$ cat src/rtl/sram_arbiter.sv
`default_nettype none
// ============================================================================
// Module   : sram_arbiter
// Brief    : Two-port (instruction fetch / data) arbiter onto a single-port
//            SRAM with combinational grant and 1-cycle read response routing.
//            Optional macro SRAM_ARB_RR_EN selects round-robin conflict
//            resolution instead of the starvation-counter scheme.
// Revision : 1.0 - initial release
// ============================================================================
module sram_arbiter #(
    parameter int STARVE_MAX = 3
) (
    input  logic        clk,
    input  logic        rst,
    input  logic        i_req,
    input  logic [31:0] i_addr,
    output logic        i_gnt,
    output logic        i_rvalid,
    output logic [31:0] i_rdata,
    input  logic        d_req,
    input  logic        d_we,
    input  logic [3:0]  d_be,
    input  logic [31:0] d_addr,
    input  logic [31:0] d_wdata,
    output logic        d_gnt,
    output logic        d_rvalid,
    output logic [31:0] d_rdata,
    output logic        sram_cen,
    output logic        sram_wen,
    output logic [3:0]  sram_ben,
    output logic [31:0] sram_addr,
    output logic [31:0] sram_din,
    input  logic [31:0] sram_dout
);

    localparam logic [1:0] c_OWN_NONE = 2'd0;
    localparam logic [1:0] c_OWN_I    = 2'd1;
    localparam logic [1:0] c_OWN_D    = 2'd2;

    logic       w_conflict;
    logic       w_i_wins;
    logic [1:0] r_resp_own;

    assign w_conflict = i_req & d_req;

`ifdef SRAM_ARB_RR_EN
    // r_last_win: 0 = I won the previous conflict, 1 = D won it
    logic r_last_win;

    assign w_i_wins = r_last_win;

    always_ff @(posedge clk) begin
        if (rst) begin
            r_last_win <= 1'b0;
        end else if (w_conflict) begin
            r_last_win <= ~w_i_wins;
        end
    end
`else
    localparam int                 c_CNT_W      = (STARVE_MAX > 0) ? $clog2(STARVE_MAX + 1) : 1;
    localparam logic [c_CNT_W-1:0] c_STARVE_MAX = c_CNT_W'(STARVE_MAX);

    logic [c_CNT_W-1:0] r_starve_cnt;

    assign w_i_wins = (r_starve_cnt == c_STARVE_MAX);

    always_ff @(posedge clk) begin
        if (rst) begin
            r_starve_cnt <= '0;
        end else if (i_req && !i_gnt) begin
            if (r_starve_cnt != c_STARVE_MAX) begin
                r_starve_cnt <= r_starve_cnt + c_CNT_W'(1);
            end
        end else begin
            r_starve_cnt <= '0;
        end
    end
`endif

    always_comb begin
        i_gnt = 1'b0;
        d_gnt = 1'b0;
        if (!rst) begin
            if (i_req && (!w_conflict || w_i_wins)) begin
                i_gnt = 1'b1;
            end else if (d_req) begin
                d_gnt = 1'b1;
            end
        end
    end

    always_comb begin
        sram_cen  = 1'b1;
        sram_wen  = 1'b1;
        sram_ben  = 4'hF;
        sram_addr = 32'h0;
        sram_din  = 32'h0;
        if (i_gnt) begin
            sram_cen  = 1'b0;
            sram_ben  = 4'h0;
            sram_addr = i_addr;
        end else if (d_gnt) begin
            sram_cen  = 1'b0;
            sram_addr = d_addr;
            if (d_we) begin
                // A zero byte-enable write still occupies the port but masks every byte
                sram_wen = 1'b0;
                sram_ben = ~d_be;
                sram_din = d_wdata;
            end else begin
                sram_ben = 4'h0;
            end
        end
    end

    always_ff @(posedge clk) begin
        if (rst) begin
            r_resp_own <= c_OWN_NONE;
        end else if (i_gnt) begin
            r_resp_own <= c_OWN_I;
        end else if (d_gnt && !d_we) begin
            r_resp_own <= c_OWN_D;
        end else begin
            r_resp_own <= c_OWN_NONE;
        end
    end

    assign i_rvalid = (r_resp_own == c_OWN_I);
    assign d_rvalid = (r_resp_own == c_OWN_D);
    assign i_rdata  = i_rvalid ? sram_dout : 32'h0;
    assign d_rdata  = d_rvalid ? sram_dout : 32'h0;

endmodule
`default_nettype wire

$ cat config.mk
export PLATFORM = sky130hd
export DESIGN_NAME = sram_arbiter
export DESIGN_NICKNAME = d
export VERILOG_FILES = /design/src/rtl/sram_arbiter.sv
export SDC_FILE = /design/constraint.sdc
export NUM_CORES = 1
export LEC_CHECK = 0
export CAP_MARGIN = 10
export CORE_AREA = 5 5 104 106
export CTS_CLUSTER_DIAMETER = 80
export DETAILED_ROUTE_END_ITERATION = 12
export DIE_AREA = 0 0 109 111
export PLACE_DENSITY_LB_ADDON = 0.08
export SYNTH_ARGS = -nofsm -noshare
export SYNTH_HDL_FRONTEND = slang
export SYNTH_SLANG_ARGS = --single-unit
export TNS_END_PERCENT = 5
$ cat constraint.sdc
create_clock -name clk -period 1.4 [get_ports clk]
set_input_delay 0.28 -clock clk [delete_from_list [all_inputs] [get_ports clk]]
set_output_delay 0.28 -clock clk [all_outputs]
set_load 0.02 [all_outputs]
==> qor.yml, run 1 <==
track_usage: 0.159
r2r_setup_slack_ns: 0.25
area_growth_pct: 214
syn-cell-area_um2: 1450
synthSimpleGateAreaFrac: 0.547
insertion_delay_ns: 0.21
antenna_found_initial: 2
grt-ovfl-total: 0
slew_viol_final: 0
syn_avg_cell_area_um2: 6.66
nets: 629
synth_adder_area_share: 0.00866
cts_hold_buffers: 0
worstMarginPinSlew_ns: 0.376
hpwl_um: 8640
ioPinCount: 275
multi_input_area_um2: 1490
fin_util: 0.468
fp.dieW_um: 109
drt-total-wl_um: 10500
routed-via-count: 2630
post-route-period-util: 1.28
slew_headroom: 0.750
worstPathArrival_ns: 1.51
violations: "negative setup slack"
path_class: "flop to output port"
whs_path_depth: 1
synth_nets: 355
cp_top_family: "buffers and inverters"
synthTopCellsByArea: "and2_1, a32oi_1, nor2_1"
start_kind: "flop"
worst_path_largest_cell_delay_ns: 0.32
critPathMaxFanout: 10
ys_warn_count: 0
cp.required_ns: 1.12
synth-compound-area-share: 0.248
worstRegToRegCells: 5
critPathSlowestCell: "dfxtp_2"
ir_worst_vdd_uv: 212
drive_gt1_frac: 0.487
placed_area_um2: 4440
post-route-cell-area_um2: 4540
min_path_type: "flop to flop"
firstDrtPassIters: 4
clock_power_share: 0.152
critPathBufInv: 2
setup_ws_ns: -0.385
netlist.area_leader.share: 0.411
setup_violations: 135
num_antenna_cells: 0
reg2reg_to: "r_resp_own[0]$_SDFF_PP0_"
rr_startpoint: "r_starve_cnt[0]$_SDFFE_PP0N_"
min-delay-start: "r_starve_cnt[0]$_SDFFE_PP0N_"
drv_cap: 0
gp_congestion: 0.730
seqPwrFrac: 0.080
die_h_um: 111
p_sw_frac: 0.372
io_buffer_count: 274
dr.first_iter.drc_count: 67
seqCellArea_um2: 82.6
rows: 36
power_density_nw_per_um2: 338
crit_chain: "ha_4 -> nand2b_4 -> buf_8 -> a32oi_2 -> nor2_2 -> buf_4"
power_switching_w: 0.000570
synth_cells: 217
cts_htree_levels: 1
grt_pass1_wl_um: 15000
grt_max_degree: 34
cts_tree: "yes"
synth_top_family_by_area: "simple AND/OR/NAND/NOR gates"
cts_made_buffers: 3
crit_path_end_kind: "output port"
start_util: 0.149
clkTransAtPathRegs_ns: 0.03
cts.sinks: 4
ys_types: 22
worst_hold_path.endpoint: "r_starve_cnt[0]$_SDFFE_PP0N_"
core-area_um2: 9680
grt_pass1_vias: 2664
drc: 0
clockBufferDepth: 2
rsz0062_at_grt: "yes"
hold_viol_final: 0
ys_seq_elements: 4
cts_root_buffer: "clkbuf_8"
vias_per_cell: 4.23
wl_per_cell_um: 16.8
synth_area_leader_cell: "and2_1"
muxShareOfSynthArea: 0
fillCellCount: 977
p_leak_nw: 1.93
p_comb_frac: 0.768
ant_nets: 0
status: "finished with violations"
yosysSeqAreaShare: 0.0554
dieArea_um2: 12100
fin_skew_ns: 0.000717
max_freq_mhz: 560
intPower_w: 0.000963
synthXorXnorAreaFrac: 0
min_period_ns: 1.79
flip-flops by register name (all words and copies together), names as in the netlist:
name / flops
r_starve_cnt: 2
r_resp_own: 2
routing by layer:
metal / wire length, um / part of all wire / vias up / global-route usage
met1: 3270 / 0.31 / 1162 / 0.138
li1: - / - / 1299 / -
met5: 21 / 0.0020 / - / 0
met3: 1190 / 0.11 / 16 / 0.0577
met4: 197 / 0.019 / 4 / 0.0387
met2: 5790 / 0.55 / 149 / 0.326
layout by cell type (no fill, tap or decap), types with 2 or more instances in the layout:
cell	count
buf_2	45
and2_2	9
clkdlybuf4s50_1	132
buf_6	36
inv_1	3
clkbuf_8	3
clkbuf_4	2
nor2_2	30
and2_1	81
a32oi_1	11
o21ai_0	3
dfxtp_2	2
nor2b_2	2
buf_8	2
clkdlybuf4s15_2	36
nor2_1	6
dfxtp_1	2
buf_12	4
and2_4	5
a32oi_2	21
and3_4	4
a21o_1	4
dlygate4sd2_1	2
buf_4	32
nand2_1	2
how the worst max path moves through the flow:
stage	startpoint	endpoint	depth (start not counted)
global route	r_starve_cnt[0]$_SDFFE_PP0N_	sram_addr[13]	6
global placement	i_req	sram_din[12]	5
detailed placement	i_req	sram_din[12]	5
finish	r_starve_cnt[0]$_SDFFE_PP0N_	sram_addr[7]	6
floorplan	r_starve_cnt[0]$_SDFFE_PP0N_	sram_addr[22]	6
CTS	r_starve_cnt[0]$_SDFFE_PP0N_	sram_addr[10]	6
power groups by stage:
stage,Sequential (W),Clock [W],Combinational (W)
after floorplan,0.000122,0,0.000465
after global placement,0.000123,0,0.00117
after detailed placement,0.000123,0,0.00118
after CTS,0.000122,0.000243,0.00116
after global routing,0.000122,0.000248,0.00125
final,0.000122,0.000234,0.00118
cells by family (layout without fill, tap and decap cells):
kind of cell             after synthesis  in the layout
AND/OR/NAND/NOR                      141            144
AO/OA/AOI/OAI                         43             43
buffers and inverters                 28            297
flip-flops                             4              4
adder cells (fa/ha/maj)                1              1
Yosys cell counts:
library cell  count
o21ai_0           4
clkbuf_1          7
a21boi_2          1
nor2b_1           2
buf_2             4
nand3b_1          1
dfxtp_1           4
buf_6            11
a21oi_2           1
inv_1             3
a21o_1            4
nor2_1           36
nand2b_1          1
and2_1           95
buf_4             3
nand2_1           3
nor3b_1           1
ha_1              1
a32oi_1          32
and3_4            1
o21bai_1          1
nor3_1            1
per-stage QoR:
stage	power (W)	cells	worst slack (ns)	hold WS, ns	TNS, ns
finish	0.00153	622	-0.385	0.432	-33.31
detailed placement	0.00130	615	-1.08	0.426	-95.34
global placement	0.00129	615	-1.04	0.418	-92.62
floorplan	0.000588	217	-0.0487	0.352	-2.39
CTS	0.00152	621	-0.412	0.430	-36.05
global route	0.00162	622	-0.451	0.453	-42.46
cell type report:
cell class,count,area share
repair buffers,291,0.604
inverters,3,0.00248
multi-input cells,188,0.329
well taps,133,0.0367
clock buffers,3,0.00910
flip-flops and latches,4,0.0182
timing repair:
| item | CTS | global route |
|---|---|---|
| setup buffers | 0 | 1 |
| cloned | 3 | 0 |
| setup endpoints to repair | 139 | 138 |
| resized for setup | 631 | 29 |
| pin swaps | 8 | 10 |
No activity file was read; power rests on OpenSTA's default activity.
==> inputs of run 2 (changes only) <==
--- a/config.mk
+++ b/config.mk
@@ -11,6 +11,7 @@
 export DETAILED_ROUTE_END_ITERATION = 12
 export DIE_AREA = 0 0 109 111
 export PLACE_DENSITY_LB_ADDON = 0.08
+export SETUP_SLACK_MARGIN = 0.2
 export SYNTH_ARGS = -nofsm -noshare
 export SYNTH_HDL_FRONTEND = slang
 export SYNTH_SLANG_ARGS = --single-unit
==> run 2 against run 1 <==
Against the previous run:
- non-clock buffer count is 4 higher
- sequential power about the same
- highest routed layer unchanged
- cell count rose by 0.64%
- the flow still finishes with violations (negative setup slack)
- die area did not move
- largest cell class unchanged
==> qor.yml, run 2 (synthesis gave the netlist of run 1 again) <==
status: "finished with violations"  # unchanged
violations: "negative setup slack"  # unchanged
area_growth_pct: 225  # was 214%
p_leak_nw: 2.01  # was 1.93 nW
final_cell_mix: "clkdlybuf4s50_1, and2_1, buf_6"  # was clkdlybuf4s50_1, and2_1, buf_2
slew_headroom: 0.791  # was 0.750
cts_made_buffers: 3  # unchanged
p_comb_frac: 0.776  # was 0.768
clkTransAtPathRegs_ns: 0.03  # about the same
post-route-period-util: 1.28  # about the same
worstPathArrival_ns: 1.52  # was 1.51 ns
drc: 0  # unchanged
dr.first_iter.drc_count: 47  # was 67
seqPwrFrac: 0.076  # was 0.080
start_util: 0.149  # unchanged
grt-ovfl-total: 0  # unchanged
dp.cells: 618  # was 615
core-area_um2: 9680  # unchanged
largestRegisters: "r_resp_own (2), r_starve_cnt (2)"  # unchanged
ir_worst_vdd_uv: 163  # was 212 uV
cts_tree: "yes"  # unchanged
cp.required_ns: 1.12  # about the same
start_kind: "flop"  # unchanged
power_density_nw_per_um2: 341  # was 338 nW/um2
layout_commonest_cell: "clkdlybuf4s50_1"  # unchanged
critPathMaxFanout: 12  # was 10
p_sw_frac: 0.373  # was 0.372
min_period_ns: 1.80  # was 1.79 ns
grt_pass1_wl_um: 15900  # was 15000 um
fin_util: 0.486  # was 0.468
hold_viol_final: 0  # unchanged
fin_cells: 626  # was 622
die_h_um: 111  # unchanged
max_freq_mhz: 556  # was 560 MHz
routed-via-count: 2613  # was 2630
cts_root_buffer: "clkbuf_8"  # unchanged
fp.dieW_um: 109  # unchanged
num_antenna_cells: 0  # unchanged
drive_gt1_frac: 0.523  # was 0.487
drv_cap: 0  # unchanged
grt_max_degree: 34  # unchanged
hpwl_um: 8560  # was 8640 um
insertion_delay_ns: 0.21  # about the same
intPower_w: 0.00101  # was 0.000963 W
slew_viol_final: 0  # unchanged
nets: 633  # was 629
rsz0062_at_grt: "yes"  # unchanged
setup_ws_ns: -0.398  # was -0.385 ns
worstMarginPinSlew_ns: 0.313  # was 0.376 ns
dieArea_um2: 12100  # unchanged
clockBufferDepth: 2  # unchanged
rows: 36  # unchanged
ioPinCount: 275  # unchanged
crit_path_end_kind: "output port"  # unchanged
setup_violations: 136  # was 135
antenna_found_initial: 1  # was 2
ant_nets: 0  # unchanged
min_path_type: "flop to flop"  # unchanged
vias_per_cell: 4.17  # was 4.23
power_switching_w: 0.000599  # was 0.000570 W
drt-total-wl_um: 10600  # was 10500 um
cts.sinks: 4  # unchanged
path_class: "flop to output port"  # unchanged
io_buffer_count: 274  # unchanged
fin_skew_ns: 0.000899  # was 0.000717 ns
grt_pass1_vias: 2788  # was 2664
track_usage: 0.167  # was 0.159
gp_congestion: 0.774  # was 0.730
cts_htree_levels: 1  # unchanged
wl_per_cell_um: 17.0  # was 16.8 um
clock_power_share: 0.149  # was 0.152
firstDrtPassIters: 4  # unchanged
run 2: changes by cell type in the layout (fill, tap and decap cells not counted), sizes merged:
| cell | previous run | this run |
|---|---|---|
| buf | 119 | 129 |
| clkbuf | 5 | 4 |
| clkdlybuf4s15 | 36 | 31 |
run 2: per-layer routing:
layer  vias to the layer above  track usage  share of wire
met4                         2       0.0488          0.025
met1                      1136        0.159           0.33
met5                         -            0         0.0012
met2                       151        0.322           0.53
li1                       1306            -              -
met3                        18       0.0623           0.12
run 2: path summary, 6_finish.rpt:
kind | start | end | slack, ns | depth (start not counted)
hold / removal | r_starve_cnt[0]$_SDFFE_PP0N_ | r_starve_cnt[0]$_SDFFE_PP0N_ | 0.51 | 2
setup / recovery | r_starve_cnt[0]$_SDFFE_PP0N_ | sram_addr[14] | -0.40 | 6
setup reg to reg | r_starve_cnt[0]$_SDFFE_PP0N_ | r_resp_own[1]$_SDFF_PP0_ | 0.30 | 5
hold reg to reg | r_starve_cnt[0]$_SDFFE_PP0N_ | r_starve_cnt[0]$_SDFFE_PP0N_ | 0.51 | 2
run 2: repair_timing:
action | 4_1_cts | 5_1_grt
resized for setup | 620 | 60
setup buffers | 1 | 0
gates cloned | 4 | 0
hold buffers | 0 | 0
pin swaps | 11 | 23
endpoints found under the setup margin | 141 | 138
run 2: power groups by stage:
stage | registers (W) | clock network [W] | logic (W)
3_3_place_gp | 0.000123 | 0 | 0.00118
6_report | 0.000122 | 0.000239 | 0.00125
5_1_grt | 0.000122 | 0.000252 | 0.00133
4_1_cts | 0.000122 | 0.000247 | 0.00123
2_1_floorplan | 0.000122 | 0 | 0.000465
3_5_place_dp | 0.000123 | 0 | 0.00119
run 2: area by class of cell:
class	instances	area, um2
fillers	975	4980
repair buffers	295	2820
multi-input cells	188	1580
well taps	133	166
flip-flops and latches	4	82.6
clock buffers	3	41.3
inverters	3	11.3
run 2: worst max-delay path, stage by stage, from the launching register on:
cell and delay [ns]:
dfxtp_2 0.32, ha_4 0.18, nand2b_4 0.20, buf_16 0.18
a32oi_2 0.23, nor2_2 0.04, buf_2 0.15
run 2: per-stage QoR:
| step | hold slack (ns) | power [W] | instance area, um2 | worst slack, ns | TNS, ns |
|---|---|---|---|---|---|
| finish | 0.513 | 0.00161 | 4700 | -0.398 | -31.96 |
| global route | 0.542 | 0.00170 | 4700 | -0.464 | -40.77 |
| CTS | 0.513 | 0.00160 | 4690 | -0.407 | -36.63 |
| detailed placement | 0.427 | 0.00131 | 4470 | -1.04 | -91.61 |
| global placement | 0.419 | 0.00130 | 4470 | -0.999 | -88.58 |
| floorplan | 0.352 | 0.000588 | 1570 | -0.0487 | -2.39 |
==> inputs of run 3 (changes only) <==
--- a/config.mk
+++ b/config.mk
@@ -5,8 +5,9 @@
 export SDC_FILE = /design/constraint.sdc
 export NUM_CORES = 1
 export LEC_CHECK = 0
+export ABC_CLOCK_PERIOD_IN_PS = 1400
 export CAP_MARGIN = 10
-export CORE_AREA = 5 5 104 106
+export CORE_AREA = 2 2 107 109
 export CTS_CLUSTER_DIAMETER = 80
 export DETAILED_ROUTE_END_ITERATION = 12
 export DIE_AREA = 0 0 109 111
==> run 3 against run 2 <==
Against the previous run:
- cell count is 1.3% higher
- sequential share of layout area is essentially flat
- setup slack got worse by 0.012 ns
- wire length down 9.7%
- the run still ends with negative setup slack left
- final area shrank 1.4%
- register-to-register slack is essentially flat
- via count increased by 2.3%
- first-iteration DRC count increased by 53%
- clock skew rose by 0.0017 ns
- flip-flop and latch count stayed put
- global-route usage down 2.1 points
- non-clock buffer count shrank 2
==> qor.yml, run 3 (synthesis gave the netlist of run 1 again) <==
track_usage: 0.146  # was 0.167
layout_commonest_cell: "clkdlybuf4s50_1"  # unchanged
largestRegisters: "r_resp_own (2), r_starve_cnt (2)"  # unchanged
power_density_nw_per_um2: 376  # was 341 nW/um2
hpwl_um: 7590  # was 8560 um
io_buffer_count: 274  # unchanged
antenna_found_initial: 0  # was 1
slew_viol_final: 0  # unchanged
worstRegToRegCells: 5  # unchanged
p_leak_nw: 1.95  # was 2.01 nW
violations: "negative setup slack"  # unchanged
min_period_ns: 1.81  # was 1.80 ns
dieArea_um2: 12100  # unchanged
grt_pass1_vias: 2603  # was 2788
drv_cap: 0  # unchanged
fin_cells: 634  # was 626
wl_per_cell_um: 15.1  # was 17.0 um
ir_worst_vdd_uv: 231  # was 163 uV
slew_headroom: 0.741  # was 0.791
clkTransAtPathRegs_ns: 0.03  # about the same
ioPinCount: 275  # unchanged
grt_max_degree: 34  # unchanged
post-route-period-util: 1.29  # was 1.28
crit_chain: "ha_4 -> nand2b_4 -> buf_12 -> a32oi_2 -> nor2_2 -> buf_2"  # was ha_4 -> nand2b_4 -> buf_16 -> a32oi_2 -> nor2_2 -> buf_2
final_cell_mix: "clkdlybuf4s50_1, and2_1, buf_2"  # was clkdlybuf4s50_1, and2_1, buf_6
num_antenna_cells: 0  # unchanged
cts_tree: "yes"  # unchanged
rsz0062_at_grt: "yes"  # unchanged
fin_skew_ns: 0.00257  # was 0.000899 ns
cts_htree_levels: 1  # unchanged
vias_per_cell: 4.21  # was 4.17
grt_pass1_wl_um: 13800  # was 15900 um
drc: 0  # unchanged
core-area_um2: 11100  # was 9680 um2
whs_path_depth: 1  # was 2
hold_viol_final: 0  # unchanged
firstDrtPassIters: 4  # unchanged
cts.sinks: 4  # unchanged
die_h_um: 111  # unchanged
cts_made_buffers: 3  # unchanged
area_growth_pct: 221  # was 225%
ant_nets: 0  # unchanged
critPathBufInv: 2  # unchanged
cp.depth: 6  # unchanged
drive_gt1_frac: 0.489  # was 0.523
fillCellCount: 1158  # was 975
dr.first_iter.drc_count: 72  # was 47
grt-ovfl-total: 0  # unchanged
fp.dieW_um: 109  # unchanged
setup_violations: 137  # was 136
setup_ws_ns: -0.410  # was -0.398 ns
status: "finished with violations"  # unchanged
rows: 39  # was 36
max_freq_mhz: 552  # was 556 MHz
dp.cells: 625  # was 618
worstPathArrival_ns: 1.53  # was 1.52 ns
worstMarginPinSlew_ns: 0.389  # was 0.313 ns
crit_path_end_kind: "output port"  # unchanged
critPathSlowestCell: "dfxtp_2"  # unchanged
cp.required_ns: 1.12  # about the same
nets: 631  # was 633
clockBufferDepth: 2  # unchanged
cts_root_buffer: "clkbuf_16"  # was clkbuf_8
min_path_type: "flop to flop"  # unchanged
critPathMaxFanout: 15  # was 12
gp_congestion: 0.768  # was 0.774
drt-total-wl_um: 9600  # was 10600 um
insertion_delay_ns: 0.22  # was 0.21 ns
worst_path_largest_cell_delay_ns: 0.32  # about the same
start_util: 0.130  # was 0.149
whs_ns: 0.435  # was 0.513 ns
routed-via-count: 2672  # was 2613
start_kind: "flop"  # unchanged
path_class: "flop to output port"  # unchanged
cp_top_family: "buffers and inverters"  # unchanged
-- run 3: layer usage --
layer,GRT usage,up-vias,share of wire
li1,-,1296,-
met1,0.143,1201,0.33
met2,0.280,155,0.53
met3,0.0464,20,0.11
met4,0.0504,0,0.028
met5,0,-,0
-- run 3: through the flow --
stage                     setup TNS (ns)   util  power (W)  cell area, um2  worst slack, ns
after CTS                         -38.79  0.407    0.00172            4500           -0.422
after global routing              -47.90  0.419    0.00184            4640           -0.485
after detailed placement          -93.28  0.402    0.00130            4460            -1.07
final                             -36.76  0.419    0.00174            4640           -0.410
after floorplan                    -2.39      -   0.000588            1570          -0.0487
after global placement            -91.03  0.402    0.00129            4460            -1.00
-- run 3: area by class of cell --
cell class                      count  area (um2)  share of cell area
Inverter                            3        11.3             0.00243
Clock buffer                        3        75.1              0.0162
Tap cell                          143         179              0.0386
Multi-Input combinational cell    188        1490               0.321
Sequential cell                     4        82.6              0.0178
Timing Repair Buffer              293        2800               0.604
-- run 3: worst paths after layout --
check,start,to,slack (ns)
worst min-delay path,r_starve_cnt[0]$_SDFFE_PP0N_,r_starve_cnt[0]$_SDFFE_PP0N_,0.43
worst min register to register,r_starve_cnt[0]$_SDFFE_PP0N_,r_starve_cnt[0]$_SDFFE_PP0N_,0.43
worst max-delay path,r_starve_cnt[0]$_SDFFE_PP0N_,sram_addr[21],-0.41
worst max register to register,r_starve_cnt[0]$_SDFFE_PP0N_,r_resp_own[0]$_SDFF_PP0_,0.29
-- run 3: timing repair --
item	CTS	global route
setup buffers	2	1
setup endpoints to repair	141	140
pin swaps	11	13
endpoints found under the hold margin	0	0
gates resized for setup	600	35
hold buffers	0	0
cloned	3	0
-- run 3: report_power, final --
part | switching (W) | internal, W | total, W
clock network | 0.0000800 | 0.000365 | 0.000445
logic | 0.000512 | 0.000666 | 0.00118
registers | 0.00000329 | 0.000119 | 0.000122
